--- src/rtl/dmem_pkg.sv ---
// ============================================================================
// dmem_pkg : shared FSM encoding and error-cause codes for the dmem controller
// Revision : 1.0
// ============================================================================
`default_nettype none

package dmem_pkg;

    typedef enum logic [1:0] {
        ST_IDLE = 2'd0,
        ST_BUSY = 2'd1,
        ST_DONE = 2'd2
    } state_t;

    typedef logic [1:0] err_cause_t;

    localparam err_cause_t ERR_NONE     = 2'd0;
    localparam err_cause_t ERR_MISALIGN = 2'd1;
    localparam err_cause_t ERR_CONFLICT = 2'd2;
    localparam err_cause_t ERR_TIMEOUT  = 2'd3;

    localparam int CNT_W = 8;

    // Counter value at which a BUSY access is abandoned.
    function automatic logic [CNT_W-1:0] expire_value(input int timeout);
        return CNT_W'(timeout - 1);
    endfunction

endpackage

`default_nettype wire

--- src/rtl/dmem_if.sv ---
// ============================================================================
// dmem_if  : core-side load/store request bundle plus external memory req/ack
// Revision : 1.0
// ============================================================================
`default_nettype none

interface dmem_if #(
    parameter int ADDR_W = 16,
    parameter int DATA_W = 16
);
    logic              memRead;
    logic              memWrite;
    logic [ADDR_W-1:0] addr;
    logic [DATA_W-1:0] wdata;
    logic [DATA_W-1:0] rdata;
    logic              stall;
    logic              err;
    logic              mem_req;
    logic              mem_we;
    logic [ADDR_W-1:0] mem_addr;
    logic [DATA_W-1:0] mem_wdata;
    logic [DATA_W-1:0] mem_rdata;
    logic              mem_ack;

    modport slave (
        input  memRead, memWrite, addr, wdata, mem_rdata, mem_ack,
        output rdata, stall, err, mem_req, mem_we, mem_addr, mem_wdata
    );

    modport master (
        output memRead, memWrite, addr, wdata, mem_rdata, mem_ack,
        input  rdata, stall, err, mem_req, mem_we, mem_addr, mem_wdata
    );
endinterface

`default_nettype wire

--- src/rtl/dmem_timeout_cnt.sv ---
// ============================================================================
// dmem_timeout_cnt : 8-bit BUSY-cycle counter, expire_o high at TIMEOUT-1
// Revision         : 1.0
// ============================================================================
`default_nettype none

module dmem_timeout_cnt
    import dmem_pkg::*;
#(
    parameter int TIMEOUT = 64
) (
    input  wire logic clk,
    input  wire logic rst_n,
    input  wire logic clr_i,
    input  wire logic en_i,
    output logic      expire_o
);

    localparam logic [CNT_W-1:0] c_expire = expire_value(TIMEOUT);

    logic [CNT_W-1:0] cnt_q;
    logic [CNT_W-1:0] cnt_d;

    // Saturates at the expire value so it can never wrap back to zero.
    always_comb begin
        cnt_d = cnt_q;
        if (clr_i) begin
            cnt_d = '0;
        end else if (en_i && (cnt_q != c_expire)) begin
            cnt_d = cnt_q + 8'd1;
        end
    end

    always_ff @(posedge clk) begin
        if (!rst_n) begin
            cnt_q <= '0;
        end else begin
            cnt_q <= cnt_d;
        end
    end

    assign expire_o = (cnt_q == c_expire);

endmodule

`default_nettype wire

--- src/rtl/dmem_ctrl.sv ---
// ============================================================================
// dmem_ctrl : turns memory-stage load/store into a req/ack access, stalls core
// Revision  : 1.0
// ============================================================================
`default_nettype none

module dmem_ctrl
    import dmem_pkg::*;
#(
    parameter int ADDR_W  = 16,
    parameter int DATA_W  = 16,
    parameter int TIMEOUT = 64
) (
    input  wire logic clk,
    input  wire logic rst_n,
    dmem_if.slave     bus
);

    state_t            state_q, state_d;
    logic [DATA_W-1:0] rdata_q, rdata_d;
    logic [DATA_W-1:0] wdata_q, wdata_d;
    logic [ADDR_W-1:0] addr_q,  addr_d;
    logic              req_q,   req_d;
    logic              we_q,    we_d;
    logic              err_q,   err_d;
    err_cause_t        cause_q, cause_d;

    logic w_single;
    logic w_conflict;
    logic w_misalign;
    logic w_stall;
    logic w_cnt_clr;
    logic w_cnt_en;
    logic w_cnt_expire;

    assign w_single   = bus.memRead ^ bus.memWrite;
    assign w_conflict = bus.memRead & bus.memWrite;
    assign w_misalign = w_single & bus.addr[0];

    dmem_timeout_cnt #(
        .TIMEOUT (TIMEOUT)
    ) u_timeout_cnt (
        .clk      (clk),
        .rst_n    (rst_n),
        .clr_i    (w_cnt_clr),
        .en_i     (w_cnt_en),
        .expire_o (w_cnt_expire)
    );

    always_comb begin
        state_d   = state_q;
        rdata_d   = rdata_q;
        wdata_d   = wdata_q;
        addr_d    = addr_q;
        req_d     = req_q;
        we_d      = we_q;
        err_d     = 1'b0;
        cause_d   = ERR_NONE;
        w_stall   = 1'b0;
        w_cnt_clr = 1'b0;
        w_cnt_en  = 1'b0;

        case (state_q)
            ST_IDLE: begin
                if (w_conflict) begin
                    err_d   = 1'b1;
                    cause_d = ERR_CONFLICT;
                end else if (w_misalign) begin
                    err_d   = 1'b1;
                    cause_d = ERR_MISALIGN;
                end else if (w_single) begin
                    w_stall   = 1'b1;
                    addr_d    = {bus.addr[ADDR_W-1:1], 1'b0};
                    wdata_d   = bus.wdata;
                    we_d      = bus.memWrite;
                    req_d     = 1'b1;
                    w_cnt_clr = 1'b1;
                    state_d   = ST_BUSY;
                end
            end

            ST_BUSY: begin
                w_stall  = 1'b1;
                w_cnt_en = 1'b1;
                // A same-cycle ack beats the timeout.
                if (bus.mem_ack) begin
                    req_d   = 1'b0;
                    state_d = ST_DONE;
                    if (!we_q) begin
                        rdata_d = bus.mem_rdata;
                    end
                end else if (w_cnt_expire) begin
                    req_d   = 1'b0;
                    err_d   = 1'b1;
                    cause_d = ERR_TIMEOUT;
                    state_d = ST_DONE;
                    if (!we_q) begin
                        rdata_d = '1;
                    end
                end
            end

            ST_DONE: begin
                state_d = ST_IDLE;
            end

            default: begin
                state_d = ST_IDLE;
            end
        endcase
    end

    always_ff @(posedge clk) begin
        if (!rst_n) begin
            state_q <= ST_IDLE;
            rdata_q <= '0;
            wdata_q <= '0;
            addr_q  <= '0;
            req_q   <= 1'b0;
            we_q    <= 1'b0;
            err_q   <= 1'b0;
            cause_q <= ERR_NONE;
        end else begin
            state_q <= state_d;
            rdata_q <= rdata_d;
            wdata_q <= wdata_d;
            addr_q  <= addr_d;
            req_q   <= req_d;
            we_q    <= we_d;
            err_q   <= err_d;
            cause_q <= cause_d;
        end
    end

    assign bus.rdata     = rdata_q;
    assign bus.stall     = rst_n & w_stall;
    assign bus.err       = err_q;
    assign bus.mem_req   = req_q;
    assign bus.mem_we    = we_q;
    assign bus.mem_addr  = addr_q;
    assign bus.mem_wdata = wdata_q;

    a_req_only_busy: assert property (@(posedge clk) disable iff (!rst_n)
        req_q |-> (state_q == ST_BUSY));

    a_err_has_cause: assert property (@(posedge clk) disable iff (!rst_n)
        err_q |-> (cause_q != ERR_NONE));

endmodule

`default_nettype wire
--- src/flat_wrapper.sv ---
// flat-port wrapper written by rule: the top's interface ports become plain ports
module dmem_ctrl_flat import dmem_pkg::*;
#(
    parameter int ADDR_W  = 16,
    parameter int DATA_W  = 16,
    parameter int TIMEOUT = 64
)
  (clk, rst_n, bus_memRead, bus_memWrite, bus_addr, bus_wdata, bus_mem_rdata, bus_mem_ack, bus_rdata, bus_stall, bus_err, bus_mem_req, bus_mem_we, bus_mem_addr, bus_mem_wdata);
  dmem_if #(.ADDR_W(ADDR_W), .DATA_W(DATA_W)) bus_i ();
  input  wire logic clk;
  input  wire logic rst_n;
  input wire logic [$bits(bus_i.memRead)-1:0] bus_memRead;
  input wire logic [$bits(bus_i.memWrite)-1:0] bus_memWrite;
  input wire logic [$bits(bus_i.addr)-1:0] bus_addr;
  input wire logic [$bits(bus_i.wdata)-1:0] bus_wdata;
  input wire logic [$bits(bus_i.mem_rdata)-1:0] bus_mem_rdata;
  input wire logic [$bits(bus_i.mem_ack)-1:0] bus_mem_ack;
  output wire logic [$bits(bus_i.rdata)-1:0] bus_rdata;
  output wire logic [$bits(bus_i.stall)-1:0] bus_stall;
  output wire logic [$bits(bus_i.err)-1:0] bus_err;
  output wire logic [$bits(bus_i.mem_req)-1:0] bus_mem_req;
  output wire logic [$bits(bus_i.mem_we)-1:0] bus_mem_we;
  output wire logic [$bits(bus_i.mem_addr)-1:0] bus_mem_addr;
  output wire logic [$bits(bus_i.mem_wdata)-1:0] bus_mem_wdata;
  assign bus_i.memRead = bus_memRead;
  assign bus_i.memWrite = bus_memWrite;
  assign bus_i.addr = bus_addr;
  assign bus_i.wdata = bus_wdata;
  assign bus_i.mem_rdata = bus_mem_rdata;
  assign bus_i.mem_ack = bus_mem_ack;
  assign bus_rdata = bus_i.rdata;
  assign bus_stall = bus_i.stall;
  assign bus_err = bus_i.err;
  assign bus_mem_req = bus_i.mem_req;
  assign bus_mem_we = bus_i.mem_we;
  assign bus_mem_addr = bus_i.mem_addr;
  assign bus_mem_wdata = bus_i.mem_wdata;
  dmem_ctrl #(.ADDR_W(ADDR_W), .DATA_W(DATA_W), .TIMEOUT(TIMEOUT)) u_core (.clk(clk), .rst_n(rst_n), .bus(bus_i));
endmodule
--- config.mk ---
export PLATFORM = sky130hd
export DESIGN_NAME = dmem_ctrl_flat
export DESIGN_NICKNAME = d
export VERILOG_FILES = /design/src/rtl/dmem_pkg.sv /design/src/rtl/dmem_if.sv /design/src/rtl/dmem_timeout_cnt.sv /design/src/rtl/dmem_ctrl.sv /design/src/flat_wrapper.sv
export SDC_FILE = /design/constraint.sdc
export NUM_CORES = 1
export LEC_CHECK = 0
export CAP_MARGIN = 20
export CORE_MARGIN = 1.5
export CORE_UTILIZATION = 42
export CTS_CLUSTER_SIZE = 40
export DETAILED_ROUTE_END_ITERATION = 8
export HOLD_SLACK_MARGIN = 0.02
export PLACE_DENSITY = 0.91
export SETUP_SLACK_MARGIN = 0.2
export SLEW_MARGIN = 20
export SYNTH_ARGS = -nofsm -noshare
export SYNTH_HDL_FRONTEND = slang
export SYNTH_HIERARCHICAL = 1
export SYNTH_SLANG_ARGS = --single-unit
--- constraint.sdc ---
create_clock -name clk -period 2.55 [get_ports clk]
set_input_delay 0.51 -clock clk [delete_from_list [all_inputs] [get_ports clk]]
set_output_delay 0.51 -clock clk [all_outputs]
set_load 0.01 [all_outputs]
==> flow_summary.rst, run 1 <==
.. list-table::
   :header-rows: 1

   * - Metric
     - Value
   * - Result of the run
     - finished, final reports clean
   * - Clock tree from TritonCTS
     - built
   * - Number of standard-cell rows in the floorplan
     - 27
   * - DRC Markers
     - 0
   * - Slack of the worst reg-to-reg path
     - roughly 0.42 ns
   * - Largest family of logic cells by synthesized area
     - simple AND/OR/NAND/NOR gates
   * - Mux contribution to synthesized area
     - between 10% and 20%
   * - Number of buffers added to fix hold violations after cts
     - 0
   * - Routed wire per std cell
     - approximately 13 um
   * - Routed wire length
     - 5900 um
   * - Max cap viols
     - 0
   * - Post-synthesis net count
     - 339
   * - Final HPWL DP
     - 4300 um
   * - Final #Nets
     - between 400 and 500
   * - Post-CTS clock slew at the launch and capture registers of the worst setup and hold paths
     - ~0.060 ns
   * - Maximum vdd ir drop
     - around 0.42 mV
   * - Remaining antenna violation count after routing
     - 0
   * - Total Die Area
     - 6440 um2
   * - Mapped Cells
     - around 280
   * - CTS buffer count
     - 9
   * - Leading cell type in the layout, fill and taps excluded
     - sky130_fd_sc_hd__clkdlybuf4s50_1
   * - Arrival @ worst endpoint
     - approximately 1.7 ns
   * - Die W
     - ~80 um
   * - Final Hold Vio Count
     - 0
   * - Power Dens Cells
     - between 500 and 600 nW/um2
   * - Wire length of the first global-routing pass
     - approximately 9700 um
   * - Count of different cell masters after synthesis
     - 34
   * - Summed instance area of the synthesized netlist
     - between 2000 and 3000 um2
   * - Type of the worst min-delay path
     - flip-flop to flip-flop
   * - Number of warnings printed during yosys synthesis
     - 6
   * - Post-CTS Setup Bufs
     - 0
   * - Sequence of cells on the critical path
     - dlymetal6s2s_1, ha_4, nand2b_1, nor4_2, o211a_1, clkdlybuf4s15_2
   * - Type of element launching the critical path
     - input port
   * - Data required time of the worst path
     - about 2 ns
   * - Area share of fa/ha/maj cells after synthesis
     - 0.998%
   * - Post-route total power
     - roughly 0.0022 W
   * - Cell family with the largest share of critical-path delay
     - buffers and inverters
   * - Via count of the first global-routing pass
     - 2229
   * - Max Transition Viols Final
     - 0
   * - Max transition margin
     - between 60% and 70%
   * - Maximum number of pins on one net before global-route repair
     - 53
   * - Die Ht
     - 80.3 um
   * - Number of DRC markers in iteration 0
     - between 80 and 90
   * - Complex-gate fraction of the synthesized area
     - 9.08%
   * - Number of cells on the worst reg-to-reg path
     - 7
   * - GP Congestion
     - between 0.8 and 0.9
   * - Start-to-end type of the worst setup path
     - input port to output pin
   * - Number of sinks handled by clock tree synthesis
     - 60
   * - Maximum fanout along the worst path
     - 2
   * - Critical Path Max Stage Delay
     - approximately 0.28 ns
   * - Post-synthesis sequential area ratio
     - a little under half
   * - H-tree levels
     - 3
   * - Actual slew at the worst max-slew pin
     - around 0.57 ns
   * - Origin of the worst min-delay path
     - u_core/bus.mem_addr[10]$_SDFFE_PN0P_
   * - Start of the worst register-to-register path
     - u_core/u_timeout_cnt/cnt_q[0]$_SDFFE_PP0P_
   * - Effective utilization at floorplan
     - 44.4%
   * - Max Clock Freq
     - about 450 MHz
   * - IO Port Bufs
     - 103
   * - Worst-skew pair later-pin latency
     - about 0.33 ns
   * - Post-Syn Area per Cell
     - roughly 9 um2
   * - Commonest cells after routing, fill and taps aside
     - 99 x sky130_fd_sc_hd__clkdlybuf4s50_1, 72 x sky130_fd_sc_hd__nand2_1, 60 x sky130_fd_sc_hd__dfxtp_1
   * - Buffer levels on the longest clock path
     - 2
   * - CP bufs+invs
     - 2
   * - ANT cells
     - 0
   * - Length of the first detailed-routing pass in iterations
     - 4
   * - Clk_skew
     - 0.00516 ns
   * - Post-synthesis xor/xnor area fraction
     - 0%
   * - Minimum clock period
     - approximately 2.2 ns
   * - Worst hold endpoint
     - u_core/bus.mem_addr[10]$_SDFFE_PN0P_
   * - Kind of end point of the critical path
     - output pin
   * - Count of cells along the worst hold path
     - 2
   * - Unrepaired setup endpoints after global routing
     - false
   * - Total of flip-flops plus latches after synthesis
     - 60
   * - Vias per inst
     - between 4 and 5
   * - Share of synthesized cell area in and, or, nand and nor gates
     - between 20% and 30%
   * - GRT Util Overall
     - roughly a fifth
   * - Ratio of cells with drive above 1 in the final layout
     - between 7 and 8%
   * - Core ar.
     - about 5600 um2
   * - Endpoint of the worst-slack reg-to-reg timing path
     - u_core/bus.rdata[10]$_SDFFE_PN0P_
   * - Total Negative Setup Slacks
     - 0 ns
   * - Portion of the clock cycle consumed by the worst path in the final layout
     - 86.7%
   * - Number of top-level pins
     - approximately 110
   * - Growth of design area from synthesis to finish
     - 51.0%
   * - Cell at the root of the clock tree
     - sky130_fd_sc_hd__clkbuf_8
   * - Leakage power total
     - between 1 and 1.5 nW
   * - Number of antenna violations at the first check in global routing
     - 0
   * - Global route overflow
     - 0
   * - Cell at the slowest stage of the critical path
     - sky130_fd_sc_hd__ha_4
   * - Count of final setup violators
     - 0
   * - Vias
     - ~2300
[Yosys cell counts]
library cell                instances  share of area [%]
sky130_fd_sc_hd__nand2_1           72                 11
sky130_fd_sc_hd__dfxtp_1           60                 48
sky130_fd_sc_hd__mux2i_1           35                 14
sky130_fd_sc_hd__inv_1             20                3.0
sky130_fd_sc_hd__a211oi_1          17                5.1
sky130_fd_sc_hd__nor4_1            17                4.2
sky130_fd_sc_hd__clkbuf_1          14                2.1
sky130_fd_sc_hd__buf_2              5                1.0
sky130_fd_sc_hd__a21oi_1            4               0.80
sky130_fd_sc_hd__nor3_1             4               0.80
sky130_fd_sc_hd__nand2b_1           3               0.75
sky130_fd_sc_hd__nand3_1            3               0.60
sky130_fd_sc_hd__o21a_1             3               0.90
sky130_fd_sc_hd__o21ai_0            3               0.60
sky130_fd_sc_hd__a31oi_1            2               0.50
sky130_fd_sc_hd__and4_1             2               0.70
sky130_fd_sc_hd__clkinv_1           2               0.30
sky130_fd_sc_hd__ha_1               2                1.0
sky130_fd_sc_hd__a2111oi_0          1               0.35
sky130_fd_sc_hd__a21boi_2           1               0.45
sky130_fd_sc_hd__and2_1             1               0.25
sky130_fd_sc_hd__and3_2             1               0.30
sky130_fd_sc_hd__and4b_1            1               0.40
sky130_fd_sc_hd__and4bb_2           1               0.50
sky130_fd_sc_hd__buf_1              1               0.15
sky130_fd_sc_hd__buf_4              1               0.30
sky130_fd_sc_hd__buf_6              1               0.45
sky130_fd_sc_hd__conb_1             1               0.15
sky130_fd_sc_hd__nor2_1             1               0.15
sky130_fd_sc_hd__nor2b_1            1               0.25
sky130_fd_sc_hd__o211a_1            1               0.40
sky130_fd_sc_hd__or2b_2             1               0.35
sky130_fd_sc_hd__or3_1              1               0.25
sky130_fd_sc_hd__or4_1              1               0.30
[metal layers]
| metal | share of wire, % | up-vias | GRT usage (%) |
|---|---|---|---|
| met5 | 0 | - | 0 |
| met4 | 1.4 | 0 | 9.14 |
| met3 | 8.4 | 8 | 7.73 |
| met2 | 49 | 76 | 32.4 |
| met1 | 41 | 1032 | 21.4 |
| li1 | - | 1154 | - |
[flip-flops by register name, indices dropped and copies added (netlist names)]
name and count:
u_core/bus.err 1, u_core/bus.mem_addr 15, u_core/bus.mem_req 1, u_core/bus.mem_wdata 16, u_core/bus.mem_we 1, u_core/bus.rdata 16
u_core/state_q 2, u_core/u_timeout_cnt/cnt_q 8
[power breakdown]
part / switching (W) / internal [W] / total [W] / leakage [nW]
combinational: 0.000142 / 0.000197 / 0.000339 / 0.813
sequential: 0.0000257 / 0.000983 / 0.00101 / 0.488
clock: 0.000352 / 0.000497 / 0.000849 / 0.109
total: 0.000519 / 0.00168 / 0.00220 / 1.41
[worst max-delay path by stage]
| stage | startpoint | end | slack, ns | depth (start not counted) |
|---|---|---|---|---|
| final | bus_memWrite | bus_stall | 0.34 | 6 |
| after global routing | u_core/u_timeout_cnt/cnt_q[0]$_SDFFE_PP0P_ | u_core/bus.rdata[1]$_SDFFE_PN0P_ | 0.23 | 7 |
| after CTS | bus_memWrite | bus_stall | 0.12 | 6 |
| after detailed placement | bus_memWrite | bus_stall | -0.21 | 6 |
| after global placement | bus_memWrite | bus_stall | -0.18 | 6 |
| after floorplan | rst_n | bus_stall | 0.58 | 4 |
[final cells by class]
| class | count | area [um2] |
|---|---|---|
| Fill cell | 435 | 1850 |
| Sequential cell | 60 | 1200 |
| Multi-Input combinational cell | 180 | 1140 |
| Timing Repair Buffer | 108 | 1070 |
| Clock buffer | 11 | 151 |
| Tap cell | 72 | 90.1 |
| Inverter | 22 | 82.6 |
| Clock inverter | 5 | 50.0 |
[worst min-delay path, cell delays in order (launching register included)]
cell                      delay [ns]
sky130_fd_sc_hd__dfxtp_1        0.31
sky130_fd_sc_hd__nand2_1        0.05
sky130_fd_sc_hd__mux2i_1        0.05
[repair_timing]
| item | 4_1_cts | 5_1_grt |
|---|---|---|
| pin swaps | 0 | 2 |
| gates resized for setup | 3 | 3 |
| setup endpoints to repair | 1 | 6 |
[through the flow]
| step | utilization [%] | area (um2) | hold slack [ns] | setup slack (ns) | instances |
|---|---|---|---|---|---|
| after floorplan | - | 2510 | 0.437 | 0.581 | 284 |
| after global placement | 63.2 | 3570 | 0.441 | -0.177 | 442 |
| after detailed placement | 63.2 | 3570 | 0.447 | -0.214 | 442 |
| after CTS | 66.8 | 3770 | 0.457 | 0.119 | 458 |
| after global routing | 67.1 | 3790 | 0.466 | 0.229 | 458 |
| final | 67.1 | 3790 | 0.454 | 0.339 | 458 |
[cell families (layout without fill, tap and decap cells)]
family	after synthesis	in the layout
buffers and inverters	44	146
muxes	35	35
and+or+nand+nor	110	110
adders and majority gates	2	2
other	1	1
DFF	60	60
AOI/OAI and AO/OA	32	32
No activity file was read; power rests on OpenSTA's default activity.
==> inputs of run 2 (changes only) <==
--- a/config.mk
+++ b/config.mk
@@ -8,7 +8,6 @@
 export CAP_MARGIN = 20
 export CORE_MARGIN = 1.5
 export CORE_UTILIZATION = 42
-export CTS_CLUSTER_SIZE = 40
 export DETAILED_ROUTE_END_ITERATION = 8
 export HOLD_SLACK_MARGIN = 0.02
 export PLACE_DENSITY = 0.91
==> results of run 2 <==
The final DEF is identical to that of run 1; final timing and power are the same.
==> inputs of run 3 (changes only) <==
--- a/config.mk
+++ b/config.mk
@@ -5,12 +5,13 @@
 export SDC_FILE = /design/constraint.sdc
 export NUM_CORES = 1
 export LEC_CHECK = 0
+export ABC_CLOCK_PERIOD_IN_PS = 2550
 export CAP_MARGIN = 20
 export CORE_MARGIN = 1.5
-export CORE_UTILIZATION = 42
+export CORE_UTILIZATION = 30
 export DETAILED_ROUTE_END_ITERATION = 8
 export HOLD_SLACK_MARGIN = 0.02
-export PLACE_DENSITY = 0.91
+export PLACE_DENSITY = 0.72
 export SETUP_SLACK_MARGIN = 0.2
 export SLEW_MARGIN = 20
 export SYNTH_ARGS = -nofsm -noshare
==> run 3 against run 2 <==
  * Critical path depth unchanged
  * Final cell count up 7.9%
  * Setup slack worse by 0.042 ns
  * Non-clock buffer count up 3
  * Die area up 38%
  * Combinational power up 4%
  * Register-to-register slack better by 0.03 ns
  * Highest routed layer unchanged
==> flow_summary.rst, run 3 (synthesis gave the netlist of run 1 again) <==
.. list-table::
   :header-rows: 1

   * - Metric
     - Value
   * - Die Ht
     - 94.4 um (was 80.3 um)
   * - Core ar.
     - 8180 um2 (was 5640 um2)
   * - Data required time of the worst path
     - 2.04 ns (about the same)
   * - Routed wire length
     - 6190 um (was 5900 um)
   * - Final HPWL DP
     - 4250 um (was 4300 um)
   * - Number of antenna violations at the first check in global routing
     - 0 (unchanged)
   * - Area after DPL
     - 3620 um2 (was 3570 um2)
   * - Cell at the slowest stage of the critical path
     - sky130_fd_sc_hd__ha_4 (unchanged)
   * - Max cap viols
     - 0 (unchanged)
   * - Arrival @ worst endpoint
     - 1.74 ns (was 1.70 ns)
   * - DRC Markers
     - 0 (unchanged)
   * - ANT cells
     - 0 (unchanged)
   * - Final #Nets
     - 439 (was 436)
   * - Actual slew at the worst max-slew pin
     - 0.530 ns (was 0.571 ns)
   * - Result of the run
     - finished, final reports clean (unchanged)
   * - Number of DRC markers in iteration 0
     - 44 (was 88)
   * - Max transition margin
     - 64.7% (was 62.0%)
   * - Count of final setup violators
     - 0 (unchanged)
   * - Unrepaired setup endpoints after global routing
     - false (unchanged)
   * - Buffer levels on the longest clock path
     - 2 (unchanged)
   * - Number of sinks handled by clock tree synthesis
     - 60 (unchanged)
   * - Remaining antenna violation count after routing
     - 0 (unchanged)
   * - Global route overflow
     - 0 (unchanged)
   * - Number of fill cells in the layout
     - 777 (was 435)
   * - Type of the worst min-delay path
     - flip-flop to flip-flop (unchanged)
   * - Final Hold Vio Count
     - 0 (unchanged)
   * - GP Congestion
     - 0.720 (was 0.862)
   * - Post-route total power
     - 0.00214 W (was 0.00220 W)
   * - GRT Util Overall
     - 14.1% (was 19.4%)
   * - Area of all sequential standard cells
     - 1200 um2 (unchanged)
   * - Area of the multi-input gates
     - 1160 um2 (was 1140 um2)
   * - Die W
     - 94.4 um (was 80.3 um)
   * - Vias per inst
     - 4.60 (was 4.96)
   * - Via count of the first global-routing pass
     - 2242 (was 2229)
   * - Portion of the clock cycle consumed by the worst path in the final layout
     - 88.4% (was 86.7%)
   * - Commonest cells after routing, fill and taps aside
     - 99 x sky130_fd_sc_hd__clkdlybuf4s50_1, 72 x sky130_fd_sc_hd__nand2_1, 60 x sky130_fd_sc_hd__dfxtp_1 (unchanged)
   * - Maximum fanout along the worst path
     - 2 (unchanged)
   * - Wire length of the first global-routing pass
     - 9720 um (was 9660 um)
   * - Number of buffers added to fix hold violations after cts
     - 0 (unchanged)
   * - Sequence of cells on the critical path
     - dlygate4sd2_1, ha_4, nand2b_4, nor4_4, o211a_1, buf_2 (was dlymetal6s2s_1, ha_4, nand2b_1, nor4_2, o211a_1, clkdlybuf4s15_2)
   * - Routed wire per std cell
     - 12.5 um (was 12.9 um)
   * - Number of standard-cell rows in the floorplan
     - 33 (was 27)
   * - Vias
     - 2272 (was 2270)
   * - H-tree levels
     - 3 (unchanged)
   * - Max Clock Freq
     - 444 MHz (was 452 MHz)
   * - CTS buffer count
     - 9 (unchanged)
   * - Cell at the root of the clock tree
     - sky130_fd_sc_hd__clkbuf_8 (unchanged)
   * - Post-CTS clock slew at the launch and capture registers of the worst setup and hold paths
     - 0.07 ns (was 0.06 ns)
   * - Leading cell type in the layout, fill and taps excluded
     - sky130_fd_sc_hd__clkdlybuf4s50_1 (unchanged)
   * - Clk_skew
     - 0.00909 ns (was 0.00516 ns)
   * - Maximum vdd ir drop
     - 0.216 mV (was 0.423 mV)
   * - Start-to-end type of the worst setup path
     - input port to output pin (unchanged)
   * - Total Die Area
     - 8920 um2 (was 6440 um2)
   * - Kind of end point of the critical path
     - output pin (unchanged)
   * - Critical Path Max Stage Delay
     - 0.30 ns (was 0.28 ns)
   * - Worst-skew pair later-pin latency
     - 0.33 ns (about the same)
   * - IO Port Bufs
     - 103 (unchanged)
   * - Effective utilization at floorplan
     - 30.7% (was 44.4%)
   * - Growth of design area from synthesis to finish
     - 53.3% (was 51.0%)
   * - Number of top-level pins
     - 105 (unchanged)
   * - Ratio of cells with drive above 1 in the final layout
     - 8.48% (was 7.51%)
   * - Leakage power total
     - 1.39 nW (was 1.41 nW)
   * - Max Transition Viols Final
     - 0 (unchanged)
   * - Final non-filler cell area
     - 3840 um2 (was 3790 um2)
   * - Maximum number of pins on one net before global-route repair
     - 43 (was 53)
   * - Type of element launching the critical path
     - input port (unchanged)
   * - Power Dens Cells
     - 557 nW/um2 (was 580 nW/um2)
   * - Clock tree from TritonCTS
     - built (unchanged)
   * - Length of the first detailed-routing pass in iterations
     - 4 (unchanged)
   * - Minimum clock period
     - 2.25 ns (was 2.21 ns)
[run 3: cell count changes in the layout (fill, tap and decap cells not counted), sizes merged]
| cell | before | now |
|---|---|---|
| dlymetal6s2s | 2 | 0 |
| buf | 6 | 10 |
| bufinv | 1 | 0 |
| clkdlybuf4s15 | 1 | 0 |
| clkinvlp | 0 | 3 |
| dlygate4sd2 | 0 | 2 |
| clkinv | 6 | 4 |
[run 3: worst max-delay path, delay by kind of cell]
kind | cells | cell delay (ns)
compound gates | 1 | 0.19
fa+ha+maj | 1 | 0.30
buf+inv | 2 | 0.41
simple gates | 2 | 0.33
[run 3: repair_timing]
item | in CTS | in global routing
pin swaps | 3 | 0
endpoints found under the setup margin | 6 | 2
resized for setup | 9 | 1
setup buffers | 1 | 0
[run 3: final cells by class]
type | count | share of cell area [%]
clock buffer | 11 | 3.94
clock inverter | 5 | 0.944
inverter | 22 | 2.15
sequential | 60 | 31.2
tap | 105 | 3.42
multi-input combinational | 180 | 30.1
timing repair buffer | 111 | 28.2
[run 3: path summary, 6_finish.rpt]
check / startpoint / to / slack [ns] / cells after the start
setup / recovery: bus_memWrite / bus_stall / 0.30 / 6
hold / removal: u_core/bus.rdata[7]$_SDFFE_PN0P_ / u_core/bus.rdata[7]$_SDFFE_PN0P_ / 0.45 / 2
setup reg to reg: u_core/u_timeout_cnt/cnt_q[0]$_SDFFE_PP0P_ / u_core/bus.rdata[1]$_SDFFE_PN0P_ / 0.45 / 7
hold reg to reg: u_core/bus.rdata[7]$_SDFFE_PN0P_ / u_core/bus.rdata[7]$_SDFFE_PN0P_ / 0.45 / 2
[run 3: report_power, final]
| part | leakage (nW) | switching, W | internal, W | total [W] |
|---|---|---|---|---|
| Combinational | 0.819 | 0.000147 | 0.000203 | 0.000351 |
| Clock | 0.0876 | 0.000376 | 0.000405 | 0.000781 |
| Sequential | 0.488 | 0.0000258 | 0.000983 | 0.00101 |
[run 3: metal layers]
| metal | vias up | GRT usage [%] | wire [um] |
|---|---|---|---|
| li1 | 1164 | - | - |
| met1 | 1024 | 15.9 | 2830 |
| met2 | 73 | 23.6 | 2830 |
| met3 | 11 | 3.86 | 385 |
| met4 | 0 | 8.58 | 149 |
| met5 | - | 0 | 0 |
[run 3: per-stage QoR]
| step | hold WS, ns | setup TNS [ns] | worst slack [ns] | utilization (%) | cells |
|---|---|---|---|---|---|
| 2_1_floorplan | 0.437 | 0 | 0.581 | - | 284 |
| 3_3_place_gp | 0.440 | -1.00 | -0.258 | 44.3 | 477 |
| 3_5_place_dp | 0.444 | -1.30 | -0.269 | 44.3 | 477 |
| 4_1_cts | 0.454 | 0 | 0.321 | 47.0 | 494 |
| 5_1_grt | 0.476 | 0 | 0.233 | 47.0 | 494 |
| 6_report | 0.450 | 0 | 0.297 | 47.0 | 494 |
